[src/rtl/mimo_channel_tx.sv]
// mimo_channel_tx: forms the 2x2 complex received vector Y = H*X.
// One complex multiply-accumulate is time-shared over four CALC cycles.
// The result is rounded half-up, saturated to Q2.13 and registered.
module mimo_channel_tx #(
    parameter int SZ   = 16,
    parameter int FRAC = 13
) (
    input  logic          CLK_100MHZ,
    input  logic          rst_n,
    input  logic          start,
    input  logic [SZ-1:0] H1R,
    input  logic [SZ-1:0] H1I,
    input  logic [SZ-1:0] H2R,
    input  logic [SZ-1:0] H2I,
    input  logic [SZ-1:0] H3R,
    input  logic [SZ-1:0] H3I,
    input  logic [SZ-1:0] H4R,
    input  logic [SZ-1:0] H4I,
    input  logic [SZ-1:0] X1R,
    input  logic [SZ-1:0] X1I,
    input  logic [SZ-1:0] X2R,
    input  logic [SZ-1:0] X2I,
    output logic [SZ-1:0] Y1R,
    output logic [SZ-1:0] Y1I,
    output logic [SZ-1:0] Y2R,
    output logic [SZ-1:0] Y2I,
    output logic          busy,
    output logic          valid
);

    localparam int AW = 2*SZ + 2;
    localparam logic signed [AW-1:0] MAXV = AW'((2**(SZ-1)) - 1);
    localparam logic signed [AW-1:0] MINV = ~MAXV;
    localparam logic signed [AW-1:0] RND  = AW'(2**(FRAC-1));

    typedef enum logic [1:0] {IDLE, CALC, OUT} state_t;

    state_t state_q, state_d;
    logic [1:0] k;

    logic signed [SZ-1:0] hr_q [4];
    logic signed [SZ-1:0] hi_q [4];
    logic signed [SZ-1:0] xr_q [2];
    logic signed [SZ-1:0] xi_q [2];

    logic signed [AW-1:0] acc1r, acc1i, acc2r, acc2i;

    logic signed [SZ-1:0]   ar, ai, br, bi;
    logic signed [2*SZ-1:0] p_rr, p_ii, p_ri, p_ir;
    logic signed [AW-1:0]   prod_r, prod_i;

    // Round half-up to FRAC fewer fractional bits, then clamp to SZ bits.
    function automatic logic [SZ-1:0] round_sat(input logic signed [AW-1:0] v);
        logic signed [AW-1:0] r;
        r = (v + RND) >>> FRAC;
        if (r > MAXV)
            return MAXV[SZ-1:0];
        else if (r < MINV)
            return MINV[SZ-1:0];
        else
            return r[SZ-1:0];
    endfunction

    // Operand select: step k uses H(k+1); X1 for even k, X2 for odd k.
    always_comb begin
        ar     = hr_q[k];
        ai     = hi_q[k];
        br     = xr_q[k[0]];
        bi     = xi_q[k[0]];
        p_rr   = (2*SZ)'(ar) * (2*SZ)'(br);
        p_ii   = (2*SZ)'(ai) * (2*SZ)'(bi);
        p_ri   = (2*SZ)'(ar) * (2*SZ)'(bi);
        p_ir   = (2*SZ)'(ai) * (2*SZ)'(br);
        prod_r = AW'(p_rr) - AW'(p_ii);
        prod_i = AW'(p_ri) + AW'(p_ir);
    end

    // FSM state register.
    always_ff @(posedge CLK_100MHZ or negedge rst_n) begin
        if (!rst_n)
            state_q <= IDLE;
        else
            state_q <= state_d;
    end

    // FSM next-state logic.
    always_comb begin
        state_d = state_q;
        case (state_q)
            IDLE:    if (start) state_d = CALC;
            CALC:    if (k == 2'd3) state_d = OUT;
            OUT:     state_d = IDLE;
            default: state_d = IDLE;
        endcase
    end

    // Operand latch, MAC sequencing and result/handshake registers.
    always_ff @(posedge CLK_100MHZ or negedge rst_n) begin
        if (!rst_n) begin
            for (int unsigned i = 0; i < 4; i++) begin
                hr_q[i] <= '0;
                hi_q[i] <= '0;
            end
            for (int unsigned i = 0; i < 2; i++) begin
                xr_q[i] <= '0;
                xi_q[i] <= '0;
            end
            k     <= '0;
            acc1r <= '0;
            acc1i <= '0;
            acc2r <= '0;
            acc2i <= '0;
            Y1R   <= '0;
            Y1I   <= '0;
            Y2R   <= '0;
            Y2I   <= '0;
            busy  <= 1'b0;
            valid <= 1'b0;
        end else begin
            valid <= 1'b0;
            case (state_q)
                IDLE: begin
                    if (start) begin
                        hr_q[0] <= H1R; hi_q[0] <= H1I;
                        hr_q[1] <= H2R; hi_q[1] <= H2I;
                        hr_q[2] <= H3R; hi_q[2] <= H3I;
                        hr_q[3] <= H4R; hi_q[3] <= H4I;
                        xr_q[0] <= X1R; xi_q[0] <= X1I;
                        xr_q[1] <= X2R; xi_q[1] <= X2I;
                        k       <= '0;
                        busy    <= 1'b1;
                    end
                end
                CALC: begin
                    k <= k + 2'd1;
                    case (k)
                        2'd0: begin acc1r <= prod_r;         acc1i <= prod_i;         end
                        2'd1: begin acc1r <= acc1r + prod_r; acc1i <= acc1i + prod_i; end
                        2'd2: begin acc2r <= prod_r;         acc2i <= prod_i;         end
                        default: begin acc2r <= acc2r + prod_r; acc2i <= acc2i + prod_i; end
                    endcase
                end
                OUT: begin
                    Y1R   <= round_sat(acc1r);
                    Y1I   <= round_sat(acc1i);
                    Y2R   <= round_sat(acc2r);
                    Y2I   <= round_sat(acc2i);
                    valid <= 1'b1;
                    busy  <= 1'b0;
                end
                default: ;
            endcase
        end
    end

endmodule
[config.mk]
export PLATFORM = sky130hd
export DESIGN_NAME = mimo_channel_tx
export DESIGN_NICKNAME = d
export VERILOG_FILES = /design/src/rtl/mimo_channel_tx.sv
export SDC_FILE = /design/constraint.sdc
export NUM_CORES = 2
export LEC_CHECK = 0
export CORE_MARGIN = 2
export CORE_UTILIZATION = 55
export DETAILED_ROUTE_END_ITERATION = 6
export PLACE_DENSITY = 0.81
export SLEW_MARGIN = 10
export SYNTH_ARGS = -nofsm -noshare
export SYNTH_HDL_FRONTEND = slang
export SYNTH_SLANG_ARGS = --single-unit
[constraint.sdc]
create_clock -name CLK_100MHZ -period 28.3 [get_ports CLK_100MHZ]
set_clock_uncertainty 0.1 [all_clocks]
set_input_delay 2.83 -clock CLK_100MHZ [delete_from_list [all_inputs] [get_ports CLK_100MHZ]]
set_output_delay 2.83 -clock CLK_100MHZ [all_outputs]
set_load 0.01 [all_outputs]
# After elaboration in Yosys (flattened, before gate mapping)
# Cells that the tools add are included.
# word_totals
ff_bits,398
input_bits,195
out_inout_bits,66
elab_cells,103
# op_classes
add_sub_neg,11
multipliers,4
order_cmp,10
eq_ne,7
muxes,32
bitwise_logic,3
reduce_logical,12
# ops
operator,n
$mux W16,18
$pmux W34 S2,4
$add A34 B14 Y34 const B,4
$add A34 B33 Y34,4
$mul A16 B16 Y32,4
$gt A21 B16 Y1 const B,4
$lt A21 B16 Y1 const B,4
$bmux W16 S2,2
$add A32 B32 Y33,1
$sub A32 B32 Y33,1
$reduce_and A2 Y1,6
$pmux W2 S2,2
$eq A2 B2 Y1 const B,3
$mux W2,3
$reduce_bool A2 Y1,3
$eq A2 B1 Y1 const B,2
$logic_not A2 Y1,2
$ne A2 B2 Y1 const B,2
$ge A3 B3 Y1 const B,1
$not A2 Y3,1
$add A2 B1 Y2 const B,1
$ge A2 B2 Y1 const B,1
$mux W1,2
$not A1 Y2,1
other kinds (3),3

# Depth between registers and ports, before layout
# logic_depth
ltp_word,8
ltp_mapped,46
depth_no_buf,42

# Worst setup path after synthesis
# OpenSTA, ideal clock, no wires.
# synth_timing
path_type,reg-to-reg
from,register k[0]
to,register acc1r[33]
setup_time_ns,0.099
arrival_ns,10.449
required_ns,28.101
setup_slack_ns,17.651
stages_incl_launch_ff,41
path_buffers,3
synth_period_minus_slack_ns,10.649
cell_sequence,dfrtp_1 > clkbuf_1 > clkbuf_1 > buf_1 > mux2_2 > nand2_1 > inv_1 > fa_1 > inv_1 > fa_1 > inv_1 > fa_1 > inv_1 > fa_1 > fa_1 > fa_1 > fa_1 > inv_1 > (+5 left out) > a221oi_2 > a21boi_1 > nand2_1 > a41oi_1 > o21ai_1 > a21oi_1 > xnor2_1 > ha_1 > nand4_1 > nor2_1 > nand3_1 > nor3_1 > o31ai_1 > o21ai_0 > a21o_1 > o21ai_1 > mux2_1 > a311oi_1
# synth_between
elab_chain_cells,8
elab_cells_between_ends,23
cone_classes,2 x add/sub; 2 x mul; 1 x eq/ne; 13 x mux; 2 x bitwise; 3 x reduce/logical
# synth_rtl
element,line_no,text
start: declaration,39,logic [1:0] k;
start signal: assignment,135,k <= k + 2'd1;
$not A2 Y3 (not written as such) / $not A1 Y2 (equally long branches),-,
$bmux W16 S2 (tied with other cells),66,ar = hr_q[k];
$mux W16 (on tied branches) (2 in series),-,
$mul A16 B16 Y32 (on tied branches),"70, 71",
$sub A32 B32 Y33,74,prod_r = AW'(p_rr) - AW'(p_ii);
$add A34 B33 Y34,138,2'd1: begin acc1r <= acc1r + prod_r; acc1i <= acc1i + prod_i; end
$pmux W34 S2,136,case (k)
end signal: assignment,137,2'd0: begin acc1r <= prod_r; acc1i <= prod_i; end
end signal: assignment,138,
end: declaration,46,"logic signed [AW-1:0] acc1r, acc1i, acc2r, acc2i;"
# Parallel ways exist; a longest one is shown, timed or not. The select of a mux whose other input is x is not followed.
# A chain may end at the register's enable or synchronous reset.

# Worst setup path in the final report
# Same ends and word-level chain as after synthesis.

==> summary.md <==
| Metric | Value |
|---|---|
| Worst-case clock buffer depth | `3` |
| CTS tree | `yes` |
| Worst path slowest cell | `dfrtp_4` |
| Share of cells above drive strength 1 | `7.02%` |
| Most Crowded Layer GR | `met2` |
| R2R cell count | `40` |
| Io pins | `261` |
| Rel. slew slack | `16.0%` |
| Register area share after synthesis | `15.4%` |
| Grt total ovfl | `0` |
| Fin crit share | `45.1%` |
| Detailed Route WL | `196000 um` |
| DR WL/cell | `22.5 um` |
| Fmax | `0.0784 GHz` |
| Initial core utilization | `55.6%` |
| Ys async rst share | `100%` |
| Die Y-Extent | `347 um` |
| CTS Hold Buffers Added | `0` |
| Critical Path End Type | `flop` |
| Max_cap viols | `0` |
| Initial DRC count | `4574` |
| ANT nets after route | `0` |
| Synth top area cells | `fa_1 36%, dfrtp_1 15%, ha_1 8.7%` |
| Total Routing Usage GR | `33.4%` |
| Grt met3 use | `10.9%` |
| CTS Sinks | `398` |
| # setup viols final | `0` |
| Die area | `121000 sq um` |
| Root buf cell | `clkbuf_16` |
| Kind of critical path | `flop to flop` |
| Vias in the first global route | `54800` |
| Ys Warns | `0` |
| R2R setup slack | `15.55 ns` |
| Postcts setup bufs | `0` |
| Setup TNS Final | `0 ns` |
| DP Wirelength | `149000 um` |
| Synth top area share | `36.4%` |
| Port bufs | `260` |
| Seq cells post-synth | `398` |
| RSZ-0062 raised after global routing | `false` |
| Global-route wire length before repair | `308000 um` |
| HP Class | `flop to flop` |
| GRT met1 Usage | `39.5%` |
| Met2 GRT Util | `52.7%` |
| Worst reg2reg startpoint | `k[0]` |
| Worst-path clk slew | `0.06 ns` |
| Post-CTS sizing | `0` |
| Die X | `347 um` |
| CP Launch Type | `flop` |
| Clock latency on the worst-skew pair | `0.63 ns` |
| Initial antenna violation count | `14` |
| Total CTS buffers | `46` |
| Syn nets | `8829` |
| Mapped Cells | `7007` |
| Via count | `51100` |
| # fillers | `9471` |
| Worst Path Max Fanout | `60` |
| Final design utilization | `60.9%` |
| Worst path most repeated cell | `fa_1` |
| Top FF cell, synth | `dfrtp_1` |
| Syn_area_per_cell | `9.25 sq um` |
| Synth unique cells | `84` |
| Core area | `117000 sq um` |
| Synth-to-Final Area Change | `9.47%` |
| GPL Wtd Cong | `1.02` |
| Yosys top cell by area | `fa_1` |
| First-pass detailed-route iteration total | `6` |
| Largest net degree at the start of global routing | `179` |
| Outcome | `complete, no violations` |
| Crit path capture | `acc1r[33]` |
| Reg2reg end | `acc1r[33]` |
| Hold_ws | `0.374 ns` |
| Core Rows | `125` |
| NumNets Final | `8956` |
| Worst EP arrival | `13.19 ns` |
| DRC | `0` |
| CP max stage delay | `0.78 ns` |
| WP data required | `28.74 ns` |
| Post-synth EDFFs | `0` |
| Measured slew at the worst slew-check pin | `1.26 ns` |
| Hold Violations, Final | `0` |
| H-Tree Depth | `2` |
| Crit path from | `k[0]` |
| Max-slew violations | `0` |
| DR vias/cell | `5.87` |
| Post-Syn Area | `64800 sq um` |
| Period minus WS final | `12.75 ns` |
kinds of logic (layout without fill, tap and decap cells):
group / after synthesis / count (layout) / share of synthesized area [%]
adder cells (fa/ha/maj): 1627 / 1627 / 45.0
buffers and inverters: 1672 / 1835 / 9.70
XOR/XNOR: 270 / 270 / 3.65
flip-flops: 398 / 398 / 15.4
AND/OR/NAND/NOR: 1754 / 1754 / 11.1
other: 0 / 15 / 0
multiplexers: 380 / 380 / 6.41
AO/OA/AOI/OAI: 906 / 906 / 8.76
per-stage QoR:
step | instances | worst slack [ns] | cell area [sq um]
4_1_cts | 8694 | 15.69 | 70900
3_5_place_dp | 8610 | 15.82 | 69300
5_1_grt | 8701 | 14.94 | 70900
2_1_floorplan | 7007 | 17.65 | 64800
6_report | 8709 | 15.55 | 71000
3_3_place_gp | 8609 | 16.03 | 69300
cells in the mapped netlist (all sizes together) (26+ instances only):
master	number
o21a	81
o21bai	33
a21oi	233
nor2	707
fa	1177
a31oi	26
a211oi	32
a21o	82
mux2i	127
buf	34
xnor2	180
xor2	90
o211ai	45
inv	1383
dfrtp	398
clkbuf	254
nand2b	33
nand2	768
nor3	37
ha	450
o21ai	266
mux2	250
nand3	75
cells in the final DEF, fill, tap and decap left out, types with 81 or more instances in the layout:
master           count
inv_1             1381
fa_1              1177
nand2_1            767
nor2_1             706
ha_1               448
dfrtp_1            396
clkdlybuf4s50_1    259
mux2_2             249
a21oi_1            233
o21ai_0            189
xnor2_1            180
mux2i_1            109
buf_4              105
xor2_1              90
a21o_1              82
o21a_1              81
how the worst min path moves through the flow:
stage | start | to | slack (ns) | cells past startpoint
2_1_floorplan | acc1i[0] | acc1i[0] | 0.36 | 2
3_3_place_gp | Y1R[15] | Y1R[15] | 0.36 | 2
3_5_place_dp | Y2I[15] | Y2I[15] | 0.37 | 2
4_1_cts | Y2I[15] | Y2I[15] | 0.38 | 2
5_1_grt | Y2I[14] | Y2I[14] | 0.40 | 1
6_report | Y2I[15] | Y2I[15] | 0.37 | 2
sequential cells by signal, indices dropped and copies added, names as in the netlist:
register	flops
state_q	2
hi_q	64
busy	1
acc2r	34
xi_q	32
Y2R	16
hr_q	64
k	2
Y2I	16
acc1i	34
acc2i	34
Y1I	16
valid	1
acc1r	34
Y1R	16
xr_q	32
cell type report:
cell class                      instances  area, sq um  share of cell area [%]
Sequential cell                       398         9970                    14.0
Multi-Input combinational cell       4937        48800                    68.8
Tap cell                             1524         1910                    2.69
Antenna cell                           15         37.5                  0.0529
Timing Repair Buffer                  367         3430                    4.83
Clock buffer                           61         1280                    1.80
Inverter                             1384         5190                    7.32
Clock inverter                         23          350                   0.494
worst max-delay path: cells and delay by family (launching register included):
family	cells	cell delay [ns]
compound gates	11	2.65
flops	1	0.78
xor+xnor	1	0.28
fa+ha+maj	10	4.76
buf+inv	9	2.04
simple gates	7	0.95
mux	2	0.93
metal layers:
layer | up-vias | share of wire [%]
met3 | 949 | 12
met5 | - | 0.018
met2 | 2831 | 45
met4 | 4 | 8.0
li1 | 22100 | -
met1 | 25200 | 35
Power is left out: the tool's default activity adds up to more than one toggle a clock period on the data nets, which glitch-free logic cannot reach.
